`config.mk`:
```
export PLATFORM = sky130hd
export DESIGN_NAME = seq_restoring_divider_flat
export DESIGN_NICKNAME = d
export VERILOG_FILES = /design/src/rtl/seq_restoring_divider_if.sv /design/src/rtl/seq_restoring_divider.sv /design/src/flat_wrapper.sv
export SDC_FILE = /design/constraint.sdc
export NUM_CORES = 1
export LEC_CHECK = 0
export CORE_UTILIZATION = 47
export DETAILED_ROUTE_END_ITERATION = 12
export GPL_TIMING_DRIVEN = 0
export PLACE_DENSITY = 0.77
export SLEW_MARGIN = 5
export SYNTH_ARGS = -nofsm -noshare
export SYNTH_HDL_FRONTEND = slang
export SYNTH_SLANG_ARGS = --single-unit
```
`constraint.sdc`:
```
create_clock -name clk -period 2 [get_ports clk]
set_clock_uncertainty 0.1 [all_clocks]
set_input_delay 0.4 -clock clk [delete_from_list [all_inputs] [get_ports clk]]
set_output_delay 0.4 -clock clk [all_outputs]
set_load 0.01 [all_outputs]
```
`src/rtl/seq_restoring_divider_if.sv`:
```
// seq_restoring_divider_if: start/done handshake and operand/result bus of the divider.
interface seq_restoring_divider_if #(parameter int WIDTH = 4);
  logic             start;
  logic [WIDTH-1:0] dividend;
  logic [WIDTH-1:0] divisor;
  logic             busy;
  logic             done;
  logic [WIDTH-1:0] quotient;
  logic [WIDTH-1:0] remainder;
  logic             div_by_zero;
  modport master (output start, dividend, divisor, input busy, done, quotient, remainder, div_by_zero);
  modport slave (input start, dividend, divisor, output busy, done, quotient, remainder, div_by_zero);
endinterface

```
`src/rtl/seq_restoring_divider.sv`:
```
// seq_restoring_divider: one quotient bit per clock restoring divider with start/done handshake.
// Define DIV_SIGNED_EN for two's-complement operands (magnitude core plus sign fix-up).
module seq_restoring_divider #(parameter int WIDTH = 4) (
  input logic clk,
  input logic rst_n,
  seq_restoring_divider_if.slave bus
);
  localparam logic [1:0] IDLE = 2'd0, CALC = 2'd1, DONE = 2'd2;
  localparam int CW = $clog2(WIDTH + 1);
  logic [1:0] state;
  logic [CW-1:0] cnt;
  logic [WIDTH-1:0] r, q, d, r_sh, r_nx, q_nx, a_mag, b_mag, q_res, r_res;
  logic [WIDTH:0] t;
  logic [WIDTH-1:0] q_out, r_out;
  logic dbz_out;
  assign r_sh = {r[WIDTH-2:0], q[WIDTH-1]};
  assign t = {1'b0, r_sh} - {1'b0, d};
  assign r_nx = t[WIDTH] ? r_sh : t[WIDTH-1:0];
  assign q_nx = {q[WIDTH-2:0], ~t[WIDTH]};
`ifdef DIV_SIGNED_EN
  logic q_neg, r_neg;
  assign a_mag = bus.dividend[WIDTH-1] ? -bus.dividend : bus.dividend;
  assign b_mag = bus.divisor[WIDTH-1] ? -bus.divisor : bus.divisor;
  assign q_res = q_neg ? -q_nx : q_nx;
  assign r_res = r_neg ? -r_nx : r_nx;
  always_ff @(posedge clk or negedge rst_n)
    if (!rst_n) begin
      q_neg <= 1'b0;
      r_neg <= 1'b0;
    end else if (state == IDLE && bus.start) begin
      q_neg <= bus.dividend[WIDTH-1] ^ bus.divisor[WIDTH-1];
      r_neg <= bus.dividend[WIDTH-1];
    end
`else
  assign a_mag = bus.dividend;
  assign b_mag = bus.divisor;
  assign q_res = q_nx;
  assign r_res = r_nx;
`endif
  always_ff @(posedge clk or negedge rst_n)
    if (!rst_n) begin
      state <= IDLE;
      cnt <= '0;
      r <= '0;
      q <= '0;
      d <= '0;
      q_out <= '0;
      r_out <= '0;
      dbz_out <= 1'b0;
    end else begin
      case (state)
        IDLE: if (bus.start) begin
          if (bus.divisor == '0) begin
            q_out <= '1;
            r_out <= bus.dividend;
            dbz_out <= 1'b1;
            state <= DONE;
          end else begin
            r <= '0;
            q <= a_mag;
            d <= b_mag;
            cnt <= '0;
            state <= CALC;
          end
        end
        CALC: begin
          r <= r_nx;
          q <= q_nx;
          cnt <= cnt + 1'b1;
          if (cnt == CW'(WIDTH - 1)) begin
            q_out <= q_res;
            r_out <= r_res;
            dbz_out <= 1'b0;
            state <= DONE;
          end
        end
        default: state <= IDLE;
      endcase
    end
  assign bus.busy = state == CALC;
  assign bus.done = state == DONE;
  assign bus.quotient = q_out;
  assign bus.remainder = r_out;
  assign bus.div_by_zero = dbz_out;
endmodule

```
`src/flat_wrapper.sv`:
```
// flat-port wrapper written by rule: the top's interface ports become plain ports
module seq_restoring_divider_flat 
#(parameter int WIDTH = 4)
  (clk, rst_n, bus_start, bus_dividend, bus_divisor, bus_busy, bus_done, bus_quotient, bus_remainder, bus_div_by_zero);
  seq_restoring_divider_if #(.WIDTH(WIDTH)) bus_i ();
  input logic clk;
  input logic rst_n;
  input wire logic [$bits(bus_i.start)-1:0] bus_start;
  input wire logic [$bits(bus_i.dividend)-1:0] bus_dividend;
  input wire logic [$bits(bus_i.divisor)-1:0] bus_divisor;
  output wire logic [$bits(bus_i.busy)-1:0] bus_busy;
  output wire logic [$bits(bus_i.done)-1:0] bus_done;
  output wire logic [$bits(bus_i.quotient)-1:0] bus_quotient;
  output wire logic [$bits(bus_i.remainder)-1:0] bus_remainder;
  output wire logic [$bits(bus_i.div_by_zero)-1:0] bus_div_by_zero;
  assign bus_i.start = bus_start;
  assign bus_i.dividend = bus_dividend;
  assign bus_i.divisor = bus_divisor;
  assign bus_busy = bus_i.busy;
  assign bus_done = bus_i.done;
  assign bus_quotient = bus_i.quotient;
  assign bus_remainder = bus_i.remainder;
  assign bus_div_by_zero = bus_i.div_by_zero;
  seq_restoring_divider #(.WIDTH(WIDTH)) u_core (.clk(clk), .rst_n(rst_n), .bus(bus_i));
endmodule
```
After elaboration in Yosys (flattened, before gate mapping):

Cells that the tools add are included.
W data, S select, Z words.

* add/subtract/negate cells: 2
* equality and inequality tests: 7
* mux-type cells: 26
* bitwise operators: 2
* reduce and logical (&&, ||, !) cells: 7

Operators by type and width (number)
* $mux W4: 9
* $pmux W4 S2: 3
* $mux W3: 4
* $pmux W3 S2: 2
* $mux W2: 3
* $reduce_and A3 Y1: 2
* $sub A4 B4 Y5: 1
* $logic_not A4 Y1: 1
* $ne A2 B1 Y1 const B: 2
* $ne A2 B2 Y1 const B: 2
* $pmux W2 S2: 1
* $reduce_and A4 Y1: 1
* $add A3 B1 Y3 const B: 1
* $eq A3 B2 Y1 const B: 1
* $mux W1: 3
* $eq A2 B1 Y1 const B: 1
* $eq A2 B2 Y1 const B: 1
* $logic_not A2 Y1: 1
* $not A1 Y1: 2
* $pmux W1 S2: 1
* $reduce_and A2 Y1: 1
* $reduce_bool A2 Y1: 1

* register bits: 25
* input port bits: 11
* output and inout port bits: 11

Logic depth before layout (Yosys ltp):

Gate-level depths: netlist of the first run.

* depth in word-level cells: 4
* depth in mapped cells: 8

Worst setup path before layout of the first run:

Ideal clock, no wire load.

* path kind: register -> register
* start: register u_core.d[0]
* end: register u_core.r_out[1] (netlist: u_core.bus.remainder[1])
* library setup time: 87 ps
* data arrival time: 1723 ps
* setup slack: 91 ps
* stages on the path, launching flop included: 7
* path buffers: 0
* period minus slack after synthesis: 1909 ps
* cell sequence: dfrtp_1 ha_1 fa_1 nand2b_1 a21o_1 mux2_2 o211ai_1

* cells in the longest elaborated chain, start to end: 4

Ends and longest elaborated chain
* start: declaration: line seq_restoring_divider.sv:12 `logic [WIDTH-1:0] r, q, d, r_sh, r_nx, q_nx, a_mag, b_mag, q_res, r_res;`
* start signal: assignment: line seq_restoring_divider.sv:61 `d <= b_mag;`
* $sub A4 B4 Y5: line seq_restoring_divider.sv:17 `assign t = {1'b0, r_sh} - {1'b0, d};`
* $mux W4: line seq_restoring_divider.sv:18 `assign r_nx = t[WIDTH] ? r_sh : t[WIDTH-1:0];`
* $mux W4: line seq_restoring_divider.sv:70 `if (cnt == CW'(WIDTH - 1)) begin`
* $pmux W4 S2: line seq_restoring_divider.sv:51 `case (state)`
* end signal: assignment: line seq_restoring_divider.sv:55 `r_out <= bus.dividend;`
* end signal: assignment: line seq_restoring_divider.sv:72 `r_out <= r_res;`
* end: declaration: line seq_restoring_divider.sv:14 `logic [WIDTH-1:0] q_out, r_out;`

No other way between the ends. The select of a mux whose other input is x is not followed.
A chain may end at the register's enable or synchronous reset.

Final worst setup path of the first run:

* start: register u_core.q[3]
* end: register u_core.r_out[0] (netlist: u_core.bus.remainder[0])

* cells in the longest elaborated chain, start to end: 4

Ends and longest elaborated chain
* start: declaration: line seq_restoring_divider.sv:12
* start signal: assignment: line seq_restoring_divider.sv:60 `q <= a_mag;`
* start signal: assignment: line seq_restoring_divider.sv:68 `q <= q_nx;`
* $sub A4 B4 Y5: line seq_restoring_divider.sv:17
* $mux W4 *: line seq_restoring_divider.sv:18
* $mux W4 *: line seq_restoring_divider.sv:70
* $pmux W4 S2 *: line seq_restoring_divider.sv:51

Mark *: on every way between the ends. The rest lies on a longest branch, timed or not. The select of a mux whose other input is x is not followed.

==> flow_summary.toml, run 1 <==
[finish]
syn_to_final_growth_pct = 31.1
diodes = 0
fillCellCount = 217
fin_util_pct = 67.0
drive_above_1_share_pct = 22.3
final_nets = 185

[cts]
cts_buffers = 3
clk-insertion-delay-late_ns = 0.33
clk_path_buf_depth = 2
cts_root_buf = "clkbuf_4"
clkSinkCount = 25
clk_pin_slew_ns = 0.13
htreeDepth = 1
cts_tree = "yes"

[global_routing]
gr-total-overflow = 0
gr-usage-met2_pct = 39.0
use_met1_pct = 28.8
grt_pass1_vias = 1103
grt_max_degree = 26
grt_busiest_layer = "met2"
grt_pass1_wl_mm = 4.82
track_usage_pct = 23.3
antenna_found_initial = 0
met3_usage_pct = 3.61

[run_status]
status = "completed"

[floorplanning]
die_w_um = 54.8
die_h_um = 54.8
rows = 18
start_util_pct = 51.1
ios = 22
dieArea_mm2 = 0.00301
core_mm2 = 0.00257

[yosys]
async_reset_ff_share_pct = 100
synth-seq-cells = 25
yosysTopAreaCell = "dfrtp_1"
synth-warning-count = 0
netlist_area_mm2 = 0.00131
yosys.cell_types.count = 38
synth_ff_type = "dfrtp_1"
syn-instance-count = 130
synth-seq-area-share_pct = 47.7
ys_top_cells_by_area = "dfrtp_1, ha_1, mux2_2, nand2_1, nor2_1"
syn_area_per_cell_um2 = 10.1
yosys.area.top_type_share_pct = 47.7
synth-edff-count = 0
syn-num-nets = 148

[sta]
period_needed_ns = 1.98
max_slew_margin_pct = 26.3
hold_viol_final = 0
max_freq_ghz = 0.506
tightest_slew_ns = 1.10
final-max-slew-violation-count = 0
setup_viol = 0
fin_crit_sh_pct = 98.8
setup-tns-final_ns = 0
rsz0062_at_grt = "yes"

[routing]
drcViolationCount = 0
viasPerCell = 5.85
ant_nets = 0
drt_iter0_drc = 15
wl_mm = 3.18
vias = 1147
wl_per_cell_um = 16.2
firstDrtPassIters = 4

[setup_path]
critPathKind = "register to register"
critPathLaunch = "u_core.q[3]$_DFFE_PN0P_"
slowest_delay_ns = 0.38
crit_fanout = 3
crit_family = "adder cells"
reg2reg_slack_ns = 0.02
crit_slowest_cell = "dfrtp_1"
crit_buf_inv = 1
crit_path_start_kind = "register"
crit_path_end_kind = "register"
crit_arrival_ns = 2.12
reg2reg_to = "u_core.bus.remainder[0]$_DFFE_PN0P_"
rr_startpoint = "u_core.q[3]$_DFFE_PN0P_"
r2r_cells = 7
critPathRequiredTime_ns = 2.15
crit_path_cell_trace = "inv_1, ha_2, fa_2, nand2b_4, a21o_1, mux2_2, o211ai_1"

[pwr]
finalPower_uw = 2840
power_per_cell_area_mw_per_mm2 = 1650
power.leakage_uw = 0.000786
worst_ir_drop_vdd_mv = 0.970

[place]
routabilityCongestion = 0.786
io_buffers = 21
dp_hpwl_mm = 2.13

[hold_path]
hold_end = "u_core.d[0]$_DFFE_PN0P_"
worstHoldPathType = "input pin to register"
min_from = "bus_divisor[0]"
hold_depth = 2

[flow_run]
max-cap-violations = 0
## final cells by class
| class | count | area, um2 | area share (%) |
|---|---|---|---|
| repair buffers | 32 | 305 | 17.7 |
| flip-flops and latches | 25 | 627 | 36.4 |
| inverters | 11 | 46.3 | 2.69 |
| multi-input cells | 90 | 642 | 37.3 |
| clock inverters | 1 | 5.00 | 0.291 |
| clock buffers | 3 | 22.5 | 1.31 |
| plain buffers | 4 | 35.0 | 2.04 |
| well taps | 30 | 37.5 | 2.18 |
## cell usage after synthesis, types with 2 or more instances
library cell and n:
dfrtp_1 25, nand2b_1 6, a31oi_1 3, nor2b_1 3, nand3_1 4, o21ai_0 7, ha_1 6, a21o_1 2
inv_1 10, o2bb2ai_1 2, mux2i_1 2, nor2_1 13, o211ai_1 2, a21oi_1 4, nand2_1 13, mux2_2 6
## metal layers
metal | up-vias | wire length, um | share of wire (%)
met1 | 571 | 1350 | 42
met3 | 8 | 187 | 5.9
met5 | - | 0 | 0
met2 | 38 | 1570 | 49
li1 | 530 | - | -
met4 | 0 | 72 | 2.3
## power by group
part	switching [uW]	internal, uW	leakage (uW)
logic	861	845	0.000478
clock network	163	75.2	0.0000177
registers	157	744	0.000290
total	1180	1660	0.000786
## worst max path at each step
stage | endpoint | slack [ns] | cells after the start
6_report | u_core.bus.remainder[0]$_DFFE_PN0P_ | 0.02 | 7
5_1_grt | u_core.r[1]$_DFFE_PN0P_ | -0.05 | 7
4_1_cts | u_core.bus.remainder[1]$_DFFE_PN0P_ | 0.01 | 7
3_5_place_dp | u_core.bus.remainder[1]$_DFFE_PN0P_ | -0.35 | 7
3_3_place_gp | u_core.bus.remainder[1]$_DFFE_PN0P_ | -0.35 | 7
2_1_floorplan | u_core.bus.remainder[1]$_DFFE_PN0P_ | 0.09 | 6
## state kept, by name (all words and copies together) (netlist names)
| name | cells |
|---|---|
| u_core.bus.div_by_zero | 1 |
| u_core.bus.quotient | 4 |
| u_core.bus.remainder | 4 |
| u_core.cnt | 3 |
| u_core.d | 4 |
| u_core.q | 4 |
| u_core.r | 3 |
| u_core.state | 2 |
## per-stage QoR
stage          instances  setup slack, ns  hold WS (ns)  area [um2]
2_1_floorplan        130           0.0906       0.00441        1310
3_3_place_gp         181           -0.346         0.381        1560
3_5_place_dp         181           -0.354         0.395        1560
4_1_cts              189           0.0107         0.361        1630
5_1_grt              196          -0.0520         0.235        1720
6_report             196           0.0235         0.245        1720
## cell usage in the layout (no fill, tap or decap), drive strengths merged, types with 2 or more instances in the layout
| cell type | n |
|---|---|
| o211ai | 2 |
| o2bb2ai | 2 |
| mux2i | 2 |
| a31oi | 4 |
| nor2b | 3 |
| clkinv | 2 |
| dlymetal6s2s | 3 |
| nand2b | 6 |
| a21oi | 5 |
| nor2 | 14 |
| a21o | 2 |
| o21ai | 7 |
| nand2 | 13 |
| dfrtp | 25 |
| clkdlybuf4s50 | 16 |
| dlygate4sd2 | 2 |
| buf | 14 |
| nand3 | 4 |
| clkbuf | 4 |
| inv | 9 |
| mux2 | 6 |
| ha | 6 |
| or4 | 2 |
## worst register-to-register path, delay by kind of cell, from the launching register on
family / cells / cell delay [ns]
fa+ha+maj: 2 / 0.52
mux: 1 / 0.30
flops: 1 / 0.38
compound gates: 2 / 0.37
buf+inv: 1 / 0.07
simple gates: 1 / 0.16
## logic make-up (layout without fill, tap and decap cells)
group	Yosys count	after routing	synth area share [%]
DFF	25	25	47.7
buffers and inverters	15	51	5.62
and+or+nand+nor	45	45	16.8
muxes	8	8	6.67
adders and majority gates	7	7	7.24
AOI/OAI and AO/OA	30	30	16.0
## what timing repair did
| item | CTS | global route |
|---|---|---|
| buffers inserted | 4 | 7 |
| pin swaps | 2 | 6 |
| gates resized for setup | 7 | 12 |
| hold buffers | 0 | 0 |
| endpoints found under the setup margin | 6 | 12 |
(Power assumes the default switching activity.)
==> run 2, diff against run 1 <==
- ABC_AREA: unset -> 1
- CORE_UTILIZATION: 47 -> 35
- PLACE_DENSITY: 0.77 -> 0.61
==> flow_summary.toml, run 2 <==
[yosys]
synth-edff-count = 0
yosysMostFrequentCell = "nand2_1"
yosys.area.top_type_share_pct = 48.4
yosys.cell_types.count = 23
ys_top_cells_by_area = "dfrtp_1, nand2_1, ha_1, nand3_1, nor2_1"
synth-seq-cells = 25
synth_top_family_by_area = "simple AND/OR/NAND/NOR gates"
yosys.area_share.simple_pct = 28.0
synth_ff_type = "dfrtp_1"
yosysTopAreaCell = "dfrtp_1"
synth_mux_area_share_pct = 0
netlist_area_mm2 = 0.00129
synth-warning-count = 0
syn-instance-count = 152
synth-seq-area-share_pct = 48.4
syn-num-nets = 170
synthTopCellsByCount = "nand2_1, dfrtp_1, nor2_1"
synth_compound_area_share_pct = 9.67
synth-xor-area-share_pct = 0.677
async_reset_ff_share_pct = 100
synth_fa_ha_area_share_pct = 7.35
syn_area_per_cell_um2 = 8.51

[finish]
fin_util_pct = 47.0
drive_above_1_share_pct = 12.9
most-common-layout-cells = "nand2_1, dfrtp_1, clkdlybuf4s50_1, nor2_1, inv_1"
layout_commonest_cell = "nand2_1"
stdcell_area_mm2 = 0.00162
diodes = 0
final_nets = 197
syn_to_final_growth_pct = 25.1

[pwr]
worst_ir_drop_vdd_mv = 0.766
power_per_cell_area_mw_per_mm2 = 1700
pwr-share-comb_pct = 56.6
p_int_uw = 1560
pwr-share-seq_pct = 32.5
switchingPower_uw = 1190
power.leakage_uw = 0.000782
p_clk_share_pct = 10.9
switching_share_pct = 43.2

[sta]
hold_ws_ns = 0.00874
hold_viol_final = 0
fin_crit_sh_pct = 93.6
max_slew_margin_pct = 62.9
setup-tns-final_ns = 0
worst_slack_ns = 0.127
max_freq_ghz = 0.534
period_needed_ns = 1.87
final-max-slew-violation-count = 0
rsz0062_at_grt = "no"
setup_viol = 0
tightest_slew_ns = 0.557

[routing]
wl_mm = 2.70
wl_per_cell_um = 12.1
drcViolationCount = 0
viasPerCell = 4.82
drt_iter0_drc = 51
firstDrtPassIters = 4
vias = 1080
ant_nets = 0

[cts]
clk_path_buf_depth = 2
cts_root_buf = "clkbuf_8"
cts_tree = "yes"
cts_buffers = 3
clk_pin_slew_ns = 0.09
clkSinkCount = 25
clk-insertion-delay-late_ns = 0.27
htreeDepth = 1

[setup_path]
crit_path_end_kind = "register"
crit_path_start_kind = "register"
crit_arrival_ns = 1.99
critPathRequiredTime_ns = 2.12
crit_fanout = 5
critPathLaunch = "u_core.d[0]$_DFFE_PN0P_"
rr_startpoint = "u_core.d[0]$_DFFE_PN0P_"
critPathKind = "register to register"

[global_routing]
grt_pass1_wl_mm = 4.55
grt_max_degree = 26
antenna_found_initial = 0
grt_pass1_vias = 993
gr-total-overflow = 0
track_usage_pct = 15.0

[floorplanning]
rows = 21
dieArea_mm2 = 0.00394
start_util_pct = 37.6
die_h_um = 62.8
core_mm2 = 0.00344
ios = 22
die_w_um = 62.8

[flow_run]
max-cap-violations = 0

[run_status]
status = "completed"

[place]
dpl_worst_slack_ns = 0.0399
post_dp_cell_area_mm2 = 0.00156
io_buffers = 21
dp_hpwl_mm = 2.06
routabilityCongestion = 0.806

[hold_path]
worstHoldPathType = "input pin to asynchronous set/reset pin"
[run 2: cell types whose count changed in the layout (fill, tap and decap cells not counted), sizes merged, moves of 3 or more]
| cell | delta |
|---|---|
| buf | -10 |
| clkdlybuf4s50 | +3 |
| dlymetal6s2s | -3 |
| inv | +6 |
| mux2 | -6 |
| nand2 | +32 |
| nand2b | -6 |
| nand3 | +8 |
| nor2 | +5 |
| nor2b | -3 |
| o21ai | +5 |
[run 2: critical path, cell delays in order, from the launching register on]
cell	delay, ns
dfrtp_1	0.39
ha_1	0.22
fa_2	0.39
nor2_4	0.15
nor2_1	0.06
nor2_2	0.20
nand2_1	0.10
nand3_1	0.10
nand2_1	0.05
nand2_1	0.05
[run 2: worst paths after layout]
kind	endpoint	slack, ns	cells after the start
min	u_core.d[3]$_DFFE_PN0P_	0.009	1
min in group clk	u_core.bus.remainder[0]$_DFFE_PN0P_	0.39	2
max	u_core.bus.remainder[0]$_DFFE_PN0P_	0.13	9
max in group asynchronous	u_core.q[1]$_DFFE_PN0P_	1.41	1
min reg2reg	u_core.bus.remainder[0]$_DFFE_PN0P_	0.39	2
max reg2reg	u_core.bus.remainder[0]$_DFFE_PN0P_	0.13	9
[run 2: cells by family (layout without fill, tap and decap cells)]
kind of cell,count (synthesis),after routing
XOR/XNOR,1,1
AO/OA/AOI/OAI,20,20
flip-flops,25,25
adder cells (fa/ha/maj),7,7
AND/OR/NAND/NOR,80,80
buffers and inverters,19,45
[run 2: power by group through the flow]
stage / sequential [uW] / combinational (uW) / clock, uW
finish: 893 / 1560 / 299
global placement: 893 / 1490 / 0
global route: 925 / 1760 / 335
detailed placement: 905 / 1530 / 0
floorplan: 919 / 1020 / 0
CTS: 897 / 1550 / 312
[run 2: layout make-up]
cell class,count,area [um2]
fillers,347,1820
clock buffers,4,45.0
well taps,46,57.6
repair buffers,22,211
inverters,16,63.8
plain buffers,3,16.3
multi-input cells,108,599
flip-flops and latches,25,626
[run 2: layer usage]
metal  vias to the layer above  global-route usage [%]  part of all wire, %
met5                         -                       0                    0
met4                         0                    3.49                 0.74
met3                         4                    3.28                  4.6
li1                        537                       -                    -
met1                       521                    19.4                   46
met2                        18                    25.3                   49
[run 2: per-stage QoR]
stage / total power [uW] / instances
floorplan: 1940 / 152
global placement: 2380 / 219
detailed placement: 2430 / 219
CTS: 2760 / 224
global route: 3020 / 224
finish: 2750 / 224
[run 2: timing repair]
item                       CTS  global route
pin swaps                    0             1
gates resized for setup      2             2
setup buffers                1             0
hold buffers                 0             0
setup endpoints to repair    1             4
